### src/rtl/lm_msg_arbiter.sv
// Round-robin collector of LED messages into a circular FIFO, released to the decoder one at a time with a minimum hold.
// Optional build macro LM_DROP_OLDEST_EN: a push into a full FIFO overwrites the oldest entry and sets drop_flag.
module lm_msg_arbiter #(
   parameter int WIDTH       = 8,
   parameter int NUM_SRC     = 3,
   parameter int DEPTH       = 8,
   parameter int HOLD_CYCLES = 12000000
) (
   input  logic                       clk,
   input  logic                       rst,
   input  logic [NUM_SRC-1:0]         src_valid,
   input  logic [NUM_SRC*WIDTH-1:0]   src_data,
   output logic [NUM_SRC-1:0]         src_ready,
   output logic [WIDTH-1:0]           rd_data,
   output logic                       fifo_empty,
   output logic [$clog2(DEPTH):0]     level,
   output logic                       drop_flag
);

   localparam int PTR_W = $clog2(DEPTH);
   localparam int LVL_W = PTR_W + 1;
   localparam int CNT_W = $clog2(HOLD_CYCLES);
   localparam int SRC_W = (NUM_SRC > 1) ? $clog2(NUM_SRC) : 1;
   localparam logic [CNT_W-1:0] HOLD_LOAD = CNT_W'(HOLD_CYCLES - 2);
   localparam logic [LVL_W-1:0] LVL_FULL  = LVL_W'(DEPTH);

   typedef enum logic [1:0] {IDLE, SHOW, HOLD} state_t;

   state_t             state_q, state_d;
   logic [CNT_W-1:0]   cnt_q, cnt_d;
   logic [SRC_W-1:0]   rr_q, rr_d;
   logic [PTR_W-1:0]   wr_ptr_q, wr_ptr_d;
   logic [PTR_W-1:0]   rd_ptr_q, rd_ptr_d;
   logic [LVL_W-1:0]   level_q, level_d;
   logic [WIDTH-1:0]   rd_data_q, rd_data_d;
   logic               fifo_empty_q, fifo_empty_d;
   logic [WIDTH-1:0]   mem_q [DEPTH];

   logic               gnt_found;
   logic [SRC_W-1:0]   gnt_idx;
   logic [WIDTH-1:0]   push_data;
   logic               full;
   logic               can_push;
   logic               push;
   logic               pop;
   logic               overwrite;
   logic [PTR_W-1:0]   rd_next;

   assign full = (level_q == LVL_FULL);

`ifdef LM_DROP_OLDEST_EN
   logic drop_flag_q, drop_flag_d;

   assign can_push  = 1'b1;
   assign overwrite = push & full;
   assign drop_flag = drop_flag_q;

   always_comb begin
      drop_flag_d = drop_flag_q | overwrite;
   end

   always_ff @(posedge clk) begin
      if (rst) drop_flag_q <= 1'b0;
      else     drop_flag_q <= drop_flag_d;
   end
`else
   assign can_push  = ~full;
   assign overwrite = 1'b0;
   assign drop_flag = 1'b0;
`endif

   // Search from the round-robin pointer upward, then wrap to the low indices.
   always_comb begin
      gnt_found = 1'b0;
      gnt_idx   = rr_q;
      for (int j = 0; j < NUM_SRC; j++) begin
         if (!gnt_found && src_valid[j] && (SRC_W'(j) >= rr_q)) begin
            gnt_found = 1'b1;
            gnt_idx   = SRC_W'(j);
         end
      end
      for (int j = 0; j < NUM_SRC; j++) begin
         if (!gnt_found && src_valid[j] && (SRC_W'(j) < rr_q)) begin
            gnt_found = 1'b1;
            gnt_idx   = SRC_W'(j);
         end
      end
   end

   assign push = gnt_found & can_push & ~rst;

   always_comb begin
      push_data = '0;
      src_ready = '0;
      for (int j = 0; j < NUM_SRC; j++) begin
         src_ready[j] = push && (gnt_idx == SRC_W'(j));
         if (gnt_idx == SRC_W'(j)) push_data = src_data[j*WIDTH +: WIDTH];
      end
   end

   always_comb begin
      rr_d = rr_q;
      if (push) rr_d = (gnt_idx == SRC_W'(NUM_SRC - 1)) ? '0 : gnt_idx + SRC_W'(1);
   end

   assign pop     = (state_q == IDLE) && (level_q != '0);
   assign rd_next = rd_ptr_q + PTR_W'(1);

   // An overwrite retires the oldest entry, so a same-cycle pop takes the one behind it.
   always_comb begin
      wr_ptr_d = wr_ptr_q;
      if (push) wr_ptr_d = wr_ptr_q + PTR_W'(1);
      rd_ptr_d = rd_ptr_q + PTR_W'(pop) + PTR_W'(overwrite);
      if (overwrite) level_d = pop ? LVL_FULL - LVL_W'(1) : LVL_FULL;
      else           level_d = level_q + LVL_W'(push) - LVL_W'(pop);
   end

   always_comb begin
      state_d      = state_q;
      cnt_d        = cnt_q;
      rd_data_d    = rd_data_q;
      fifo_empty_d = 1'b1;
      case (state_q)
         IDLE: begin
            if (pop) begin
               rd_data_d    = overwrite ? mem_q[rd_next] : mem_q[rd_ptr_q];
               fifo_empty_d = 1'b0;
               cnt_d        = HOLD_LOAD;
               state_d      = SHOW;
            end
         end
         SHOW: state_d = HOLD;
         HOLD: begin
            if (cnt_q <= CNT_W'(1)) begin
               cnt_d   = '0;
               state_d = IDLE;
            end else begin
               cnt_d = cnt_q - CNT_W'(1);
            end
         end
         default: state_d = IDLE;
      endcase
   end

   always_ff @(posedge clk) begin
      if (rst) begin
         state_q      <= IDLE;
         cnt_q        <= '0;
         rr_q         <= '0;
         wr_ptr_q     <= '0;
         rd_ptr_q     <= '0;
         level_q      <= '0;
         rd_data_q    <= '0;
         fifo_empty_q <= 1'b1;
      end else begin
         state_q      <= state_d;
         cnt_q        <= cnt_d;
         rr_q         <= rr_d;
         wr_ptr_q     <= wr_ptr_d;
         rd_ptr_q     <= rd_ptr_d;
         level_q      <= level_d;
         rd_data_q    <= rd_data_d;
         fifo_empty_q <= fifo_empty_d;
      end
   end

   always_ff @(posedge clk) begin
      if (push) mem_q[wr_ptr_q] <= push_data;
   end

   assign rd_data    = rd_data_q;
   assign fifo_empty = fifo_empty_q;
   assign level      = level_q;

endmodule

### config.mk
export PLATFORM = sky130hd
export DESIGN_NAME = lm_msg_arbiter
export DESIGN_NICKNAME = d
export VERILOG_FILES = /design/src/rtl/lm_msg_arbiter.sv
export SDC_FILE = /design/constraint.sdc
export NUM_CORES = 1
export LEC_CHECK = 0
export BUFFER_PORTS_ARGS = -buffer_cell sky130_fd_sc_hd__buf_2
export CORE_UTILIZATION = 32
export CTS_CLUSTER_DIAMETER = 40
export CTS_CLUSTER_SIZE = 12
export DETAILED_ROUTE_END_ITERATION = 8
export PLACE_DENSITY = 0.49
export REMOVE_ABC_BUFFERS = 1
export SETUP_SLACK_MARGIN = 0.15
export SYNTH_ARGS = -nofsm -noshare
export SYNTH_HDL_FRONTEND = slang
export SYNTH_SLANG_ARGS = --single-unit
### constraint.sdc
create_clock -name clk -period 3.4 [get_ports clk]
set_input_delay 0 -clock clk [delete_from_list [all_inputs] [get_ports clk]]
set_output_delay 0 -clock clk [all_outputs]
set_load 0.02 [all_outputs]
==> Flow_metrics.wiki, run 1 <==
{| class="wikitable"
! Metric !! Value
|-
| Core outline area || 0.0153 mm2
|-
| Final Power || 0.00477 W
|-
| Worst max-slew margin expressed relative to the limit || 34.7%
|-
| Fraction of final layout cells sized beyond drive strength 1 || 21.0%
|-
| Post-CTS setup repair buffer count || 0
|-
| Setup TNS || 0 ns
|-
| Site row count || 45
|-
| Total of cells resized after clock tree synthesis || 0
|-
| Synth async-reset ratio || 0%
|-
| Number of synthesis warnings || 0
|-
| Detailed Route WL || 11.4 mm
|-
| Most common cell type on the critical path || inv_1
|-
| Number of top-level pins || 46
|-
| Cells after synthesis || 429
|-
| N_diodes || 0
|-
| Number of vias after detailed routing || 3,517
|-
| Yosys top cell area share || 38.0%
|-
| Crit. Startpoint || level[2]
|-
| Distinct cell type count of the synthesized netlist || 65
|-
| Reported leakage power || 2.06 nW
|-
| Die outline area || 0.0163 mm2
|-
| Detailed-route vias per instance || 5.09
|-
| Last weighted congestion value of the routability-driven placer || 0.791
|-
| Achievable Freq || 0.353 GHz
|-
| Register bit total from synthesis || 111
|-
| Maximum number of pins on one net before global-route repair || 45
|-
| R2R Path Start || level[2]
|-
| Ordered cell list for the critical path || inv_1 -> ha_1 -> nor3b_1 -> nor3_1 -> inv_1 -> ha_1 -> inv_1 -> ha_1 -> inv_1 -> fa_1 -> xor2_1 -> nor2_1
|-
| CTS max path bufs || 2
|-
| Pwr dens || 818 mW/mm2
|-
| Shortest period the worst path allows || 2.83 ns
|-
| CP max stage cell || nor3_1
|-
| Clock transition at path regs || 0.07 ns
|-
| Die width || 128 um
|-
| Number of cells after detailed placement || 675
|-
| Final Hold Fails || 0
|-
| TritonRoute pass-1 iters || 4
|-
| Worst ir drop on vdd || 0.382 mV
|-
| Unrepaired setup endpoints after global routing || no
|-
| CP Launch Type || flop
|-
| Total number of clock tree sinks || 111
|-
| Remaining Overflow, GRT || 0
|-
| Antenna violations before repair || 0
|-
| Antenna violation net count after detailed routing || 0
|-
| Post-detailed-route wirelength per cell || 16.5 um
|-
| Initial core utilization || 33.0%
|-
| Actual transition at the worst max-transition pin || 0.969 ns
|-
| Part of the Yosys area used for sequential elements || 56.7%
|-
| Worst EP required || 3.61 ns
|-
| Final count of pins violating max slew || 0
|-
| Maximum single-stage delay on the critical path || 0.55 ns
|-
| Portion of the clock cycle consumed by the worst path in the final layout || 83.4%
|-
| Count of cells along the worst register-to-register path || 12
|-
| Cell accounting for the most synthesized area || edfxtp_1
|-
| Design Area, Final || 0.00582 mm2
|-
| Number of maximum-capacitance constraint violations || 0
|-
| Number of cells traversed by the worst hold path || 4
|-
| Clock tree from TritonCTS || done
|-
| First-pass GRT wire length || 18.2 mm
|-
| Final Skew || 0.00920 ns
|-
| Post-Syn Area || 0.00505 mm2
|-
| Dominant synthesized flop cell || edfxtp_1
|-
| Total CTS buffers || 9
|-
| Total Nets Final || 516
|-
| Most area-consuming cells after synthesis || edfxtp_1 (38%), dfxtp_1 (19%), mux4_2 (7.1%)
|-
| Half-perimeter wire length after detailed placement || 7.65 mm
|-
| Vertical die dimension || 128 um
|-
| Growth of design area from synthesis to finish || 15.3%
|-
| Root Buffer Master || clkbuf_16
|-
| Max Fanout on Critical Path || 7
|-
| Number of endpoints failing setup at the final stage || 0
|-
| Total number of H-tree levels || 3
|-
| Clock latency on the worst-skew pair || 0.34 ns
|-
| Gr usage total || 14.8%
|-
| Worst hold path startpoint || rst
|-
| Class of the tightest hold or removal check || input port to flop
|-
| Type of element capturing the critical path || flop
|-
| Hold bufs inserted after CTS || 0
|-
| Number of enable-type register cells in the synthesized netlist || 64
|-
| Placed standard-cell area || 0.00555 mm2
|-
| Initial DRC Count || 227
|-
| Critical Path AT || 3.05 ns
|-
| Run status || finished, final reports clean
|-
| Final cell count without fillers || 691
|-
| Remaining design rule violation count || 0
|-
| Vias in the first global route || 3,358
|-
| Post-synthesis average cell area || 11.8 um2
|-
| Count of port buffers added during placement || 44
|-
| Critical path start-end classification || flop to flop
|}
[flip-flops by register name, indices dropped and copies added, names as in the netlist]
register    flops
mem_q          64
cnt_q          24
rd_data         8
level           4
rd_ptr_q        3
wr_ptr_q        3
rr_q            2
state_q         2
fifo_empty      1
[area by class of cell]
class | instances | area (um2)
Inverter | 28 | 105
Multi-Input combinational cell | 266 | 1990
Sequential cell | 111 | 2860
Fill cell | 1527 | 9490
Clock inverter | 5 | 40.0
Tap cell | 211 | 264
Timing Repair Buffer | 59 | 333
Clock buffer | 11 | 233
[logic make-up (layout without fill, tap and decap cells)]
family          after synthesis  after routing  synth area share (%)
compound gates               90             90                  11.9
xor+xnor                      5              5                 0.867
fa+ha+maj                    12             12                  3.12
buf+inv                      52            103                  4.04
flops                       111            111                  56.7
mux                          25             25                  8.94
other cells                   1              1                0.0742
simple gates                133            133                  14.4
[where the power goes]
group	switching (W)	internal (W)	total (W)
sequential	0.000289	0.00173	0.00202
clock	0.000473	0.000506	0.000979
combinational	0.00102	0.000749	0.00176
total	0.00178	0.00299	0.00477
[path summary, 6_finish.rpt]
kind	endpoint	slack, ns
setup / recovery	level[2]	0.57
hold / removal	wr_ptr_q[1]	0.16
setup reg to reg	level[2]	0.57
hold reg to reg	cnt_q[22]	0.49
[critical path: cells and delay by family (launching register included)]
kind,cells,cell delay (ns)
flip-flops,1,0.33
XOR/XNOR,1,0.15
adder cells (fa/ha/maj),4,1.06
AND/OR/NAND/NOR,3,0.74
buffers and inverters,4,0.43
[stage by stage]
step	setup WS, ns	utilization [%]	hold slack (ns)
after floorplan	0.354	-	0.0667
after global placement	0.660	36.2	0.417
after detailed placement	0.568	36.2	0.422
after CTS	0.551	38.0	0.135
after global routing	0.330	38.0	0.169
final	0.566	38.0	0.161
[cells in the mapped netlist (3+ instances only)]
master,number
edfxtp_1,64
dfxtp_1,47
nand2_1,30
nor2_1,30
inv_1,27
a21oi_1,19
nor3_1,19
mux4_2,16
clkbuf_1,14
o21ai_0,12
a211oi_1,11
a31oi_1,11
ha_1,11
a22oi_1,9
mux2i_1,8
nor4_1,7
or3_1,6
or4_1,6
buf_1,5
nand2b_1,5
nor3b_1,5
nand3_1,4
nor2b_1,4
buf_2,3
o21a_1,3
xnor2_1,3
[cells in the final DEF (no fill, tap or decap), drive strengths merged, types with 4 or more instances in the layout]
master	count
a22oi	9
edfxtp	64
or3	6
or4	7
nand2b	5
a31oi	11
nor2	30
ha	11
buf	59
nand3	4
nor2b	4
inv	30
nand2	30
mux2i	8
nor3	20
a21oi	19
dfxtp	47
nor4	9
o21ai	13
clkbuf	11
a211oi	11
nor3b	5
mux4	16
[metal layers]
metal	track usage (%)	wire length, um	vias up
met4	4.78	120	0
met1	20.6	5670	1747
li1	-	-	1701
met2	23.2	5250	60
met5	0	0	-
met3	3.01	333	9
(Power assumes the default switching activity.)
==> run 2, diff against run 1 <==
--- a/config.mk
+++ b/config.mk
@@ -5,12 +5,13 @@
 export SDC_FILE = /design/constraint.sdc
 export NUM_CORES = 1
 export LEC_CHECK = 0
+export ABC_AREA = 1
 export BUFFER_PORTS_ARGS = -buffer_cell sky130_fd_sc_hd__buf_2
 export CORE_UTILIZATION = 32
 export CTS_CLUSTER_DIAMETER = 40
 export CTS_CLUSTER_SIZE = 12
 export DETAILED_ROUTE_END_ITERATION = 8
-export PLACE_DENSITY = 0.49
+export PLACE_DENSITY = 0.51
 export REMOVE_ABC_BUFFERS = 1
 export SETUP_SLACK_MARGIN = 0.15
 export SYNTH_ARGS = -nofsm -noshare
==> constraint.sdc (replaced) <==
create_clock -name clk -period 2.59 [get_ports clk]
set_input_delay 0 -clock clk [delete_from_list [all_inputs] [get_ports clk]]
set_output_delay 0 -clock clk [all_outputs]
set_load 0.02 [all_outputs]
==> Flow_metrics.wiki, run 2 <==
{| class="wikitable"
! Metric !! Value
|-
| Run status || finished, final reports clean
|-
| Total number of clock tree sinks || 111 (unchanged)
|-
| Fraction of final layout cells sized beyond drive strength 1 || 15.5% (-5.5 points)
|-
| Remaining design rule violation count || 0 (unchanged)
|-
| Yosys top cell area share || 35.3% (-2.7 points)
|-
| Clock transition at path regs || 0.08 ns (about the same)
|-
| Unrepaired setup endpoints after global routing || no
|-
| TritonRoute pass-1 iters || 5 (+1)
|-
| Total number of H-tree levels || 3 (unchanged)
|-
| Vertical die dimension || 132 um (+3.7%)
|-
| Number of synthesis warnings || 0 (unchanged)
|-
| Count of port buffers added during placement || 44 (unchanged)
|-
| Number of vias after detailed routing || 4,389 (+25%)
|-
| Worst EP required || 2.87 ns (-0.74 ns)
|-
| Root Buffer Master || clkbuf_16
|-
| Die width || 132 um (+3.7%)
|-
| Half-perimeter wire length after detailed placement || 9.28 mm (+21%)
|-
| Initial core utilization || 32.8% (-0.20 points)
|-
| Most common cell after layout, fill and taps aside || nor2_1
|-
| Cell accounting for the most synthesized area || edfxtp_1
|-
| Initial DRC Count || 313 (+38%)
|-
| Top delay family on crit path || compound AO/OA/AOI/OAI gates
|-
| Post-synth top cells || nor2_1 (119), nand2_1 (79), edfxtp_1 (64)
|-
| Actual transition at the worst max-transition pin || 0.756 ns (-0.214 ns)
|-
| Number of maximum-capacitance constraint violations || 0 (unchanged)
|-
| Dominant synthesized flop cell || edfxtp_1
|-
| Largest Register || mem_q
|-
| Post-detailed-route wirelength per cell || 14.9 um (-9.6%)
|-
| Cells after synthesis || 626 (+46%)
|-
| CTS max path bufs || 2 (unchanged)
|-
| Maximum number of pins on one net before global-route repair || 34 (-24%)
|-
| Max Fanout on Critical Path || 9 (+2)
|-
| Class of the tightest hold or removal check || input port to flop
|-
| Maximum single-stage delay on the critical path || 0.42 ns (-0.13 ns)
|-
| Most area-consuming cells after synthesis || edfxtp_1 (35%), dfxtp_1 (17%), nor2_1 (8.2%)
|-
| Synth async-reset ratio || 0% (unchanged)
|-
| Number of endpoints failing setup at the final stage || 0 (unchanged)
|-
| Type of element capturing the critical path || flop
|-
| Total of cells resized after clock tree synthesis || 0 (unchanged)
|-
| Filler Cell Count || 1,699 (+11%)
|-
| Remaining Overflow, GRT || 0 (unchanged)
|-
| N_diodes || 0 (unchanged)
|-
| Buffering stage count on the worst path with inverters included || 1 (-3)
|-
| Distinct cell type count of the synthesized netlist || 36 (-45%)
|-
| Shortest period the worst path allows || 2.17 ns (-0.666 ns)
|-
| Most frequent cell after synthesis || nor2_1
|-
| Die outline area || 0.0175 mm2 (+7.5%)
|-
| Part of the Yosys area used for sequential elements || 52.6% (-4.0 points)
|-
| Total CTS buffers || 9 (unchanged)
|-
| Critical Path AT || 2.45 ns (-0.60 ns)
|-
| Ordered cell list for the critical path || nor2_1 -> a21oi_1 -> nand4_1 -> nand2_2 -> ha_1 -> inv_1 -> ha_1 -> nand2_1 -> nor2_1 -> a211oi_1 -> o21ai_0 -> a21oi_1
|-
| Number of flip-flops in the largest register || 64 (unchanged)
|-
| Count of cells along the worst register-to-register path || 12 (unchanged)
|-
| R2R Path Start || rr_q[1]
|-
| Site row count || 47 (+4.4%)
|-
| Gr usage total || 16.0% (+1.2 points)
|-
| CP Launch Type || flop
|-
| Critical path start-end classification || flop to flop
|-
| Number of cells traversed by the worst hold path || 4 (unchanged)
|-
| Smallest hold slack || 0.0968 ns (-0.0646 ns)
|-
| Portion of the clock cycle consumed by the worst path in the final layout || 83.7% (+0.34 points)
|-
| Detailed-route vias per instance || 4.86 (-4.5%)
|-
| Worst reg-to-reg setup slack || 0.42 ns (-0.14 ns)
|-
| Total Nets Final || 719 (+39%)
|-
| Hold path endpoint || wr_ptr_q[1]
|-
| Worst ir drop on vdd || 0.430 mV (+12%)
|-
| Worst hold path startpoint || rst
|-
| Reported leakage power || 2.45 nW (+19%)
|-
| Top library cells by usage in the layout, fill and taps aside || nor2_1 (119), nand2_1 (79), edfxtp_1 (64)
|-
| Antenna violations before repair || 0 (unchanged)
|-
| Core outline area || 0.0166 mm2 (+8.3%)
|-
| Final Power || 0.00669 W (+40%)
|-
| Clock latency on the worst-skew pair || 0.35 ns (about the same)
|-
| Antenna violation net count after detailed routing || 0 (unchanged)
|-
| Hold bufs inserted after CTS || 0 (unchanged)
|-
| Post-CTS setup repair buffer count || 0 (unchanged)
|-
| Growth of design area from synthesis to finish || 14.7%
|-
| Register bit total from synthesis || 111 (unchanged)
|-
| Last weighted congestion value of the routability-driven placer || 0.865 (+9.4%)
|-
| Achievable Freq || 0.461 GHz (+31%)
|-
| Number of top-level pins || 46 (unchanged)
|-
| Final Hold Fails || 0 (unchanged)
|-
| Vias in the first global route || 4,200 (+25%)
|-
| Final count of pins violating max slew || 0 (unchanged)
|-
| Clock tree from TritonCTS || done
|-
| Number of enable-type register cells in the synthesized netlist || 64 (unchanged)
|-
| First-pass GRT wire length || 21.9 mm (+20%)
|-
| Detailed Route WL || 13.4 mm (+18%)
|-
| Post-synthesis average cell area || 8.69 um2 (-26%)
|-
| Reg-to-Reg End || level[3]
|-
| Final Skew || 0.00886 ns (-0.000340 ns)
|-
| CP max stage cell || dfxtp_1
|-
| Setup TNS || 0 ns (unchanged)
|-
| Worst max-slew margin expressed relative to the limit || 49.6% (+15 points)
|-
| Pwr dens || 1070 mW/mm2 (+31%)
|-
| Post-Syn Area || 0.00544 mm2 (+7.6%)
|}
run 2: cell count changes after synthesis, sizes merged, moves of 11 or more:
cell    before  now
nor2        30  128
nand2       30   89
nand3        4   50
o21ai       13   59
inv         27   60
a21oi       19   45
mux4        16    0
o211ai       2   18
a31oi       11    0
run 2: logic make-up (layout without fill, tap and decap cells):
family          count (synthesis)  in the layout  share of synthesized area, %
simple gates                  288            288                          24.1
fa+ha+maj                      12             12                          2.90
compound gates                125            125                          12.6
buf+inv                        79            136                          6.07
flops                         111            111                          52.6
other cells                     1              1                        0.0690
xor+xnor                       10             10                          1.61
run 2: final cells by class:
cell class | instances | area (um2) | share of cell area (%)
clock buffers | 10 | 229 | 3.67
clock inverters | 6 | 55.1 | 0.883
inverters | 60 | 230 | 3.69
multi-input cells | 436 | 2240 | 36.0
flip-flops and latches | 111 | 2860 | 45.9
well taps | 220 | 275 | 4.41
repair buffers | 60 | 340 | 5.46
run 2: routing by layer:
layer | track usage (%) | part of all wire [%] | up-vias | routed length [um]
met3 | 2.23 | 4.2 | 9 | 568
met1 | 22.1 | 48 | 2077 | 6400
li1 | - | - | 2213 | -
met2 | 25.6 | 47 | 90 | 6330
met5 | 0 | 0 | - | 0
met4 | 5.94 | 1.0 | 0 | 138
run 2: worst max-delay path by stage:
| stage | endpoint | cells past startpoint | start | slack [ns] |
|---|---|---|---|---|
| finish | level[3] | 12 | rr_q[1] | 0.42 |
| CTS | level[2] | 11 | level[2] | 0.40 |
| global placement | level[2] | 11 | level[2] | 0.46 |
| floorplan | level[2] | 11 | level[2] | 0.43 |
| global route | level[2] | 11 | level[2] | 0.18 |
| detailed placement | level[2] | 11 | level[2] | 0.41 |
run 2: per-stage QoR:
stage                     cell area (um2)  worst slack, ns  util (%)  cells
final                                6240            0.422      37.6    903
after global routing                 6240            0.177      37.6    903
after CTS                            6240            0.398      37.6    903
after detailed placement             5950            0.407      35.9    887
after global placement               5950            0.458      35.9    887
after floorplan                      5340            0.425         -    607
run 2: worst reg2reg max path: cells and delay by family, from the launching register on:
kind	cells	cell delay, ns
adders and majority gates	2	0.51
AOI/OAI and AO/OA	4	0.63
buffers and inverters	1	0.06
and+or+nand+nor	5	0.48
DFF	1	0.42
run 2: power by group:
part	internal [W]	total (W)	switching, W
Combinational	0.000899	0.00284	0.00194
Clock	0.000671	0.00135	0.000678
Sequential	0.00226	0.00250	0.000246
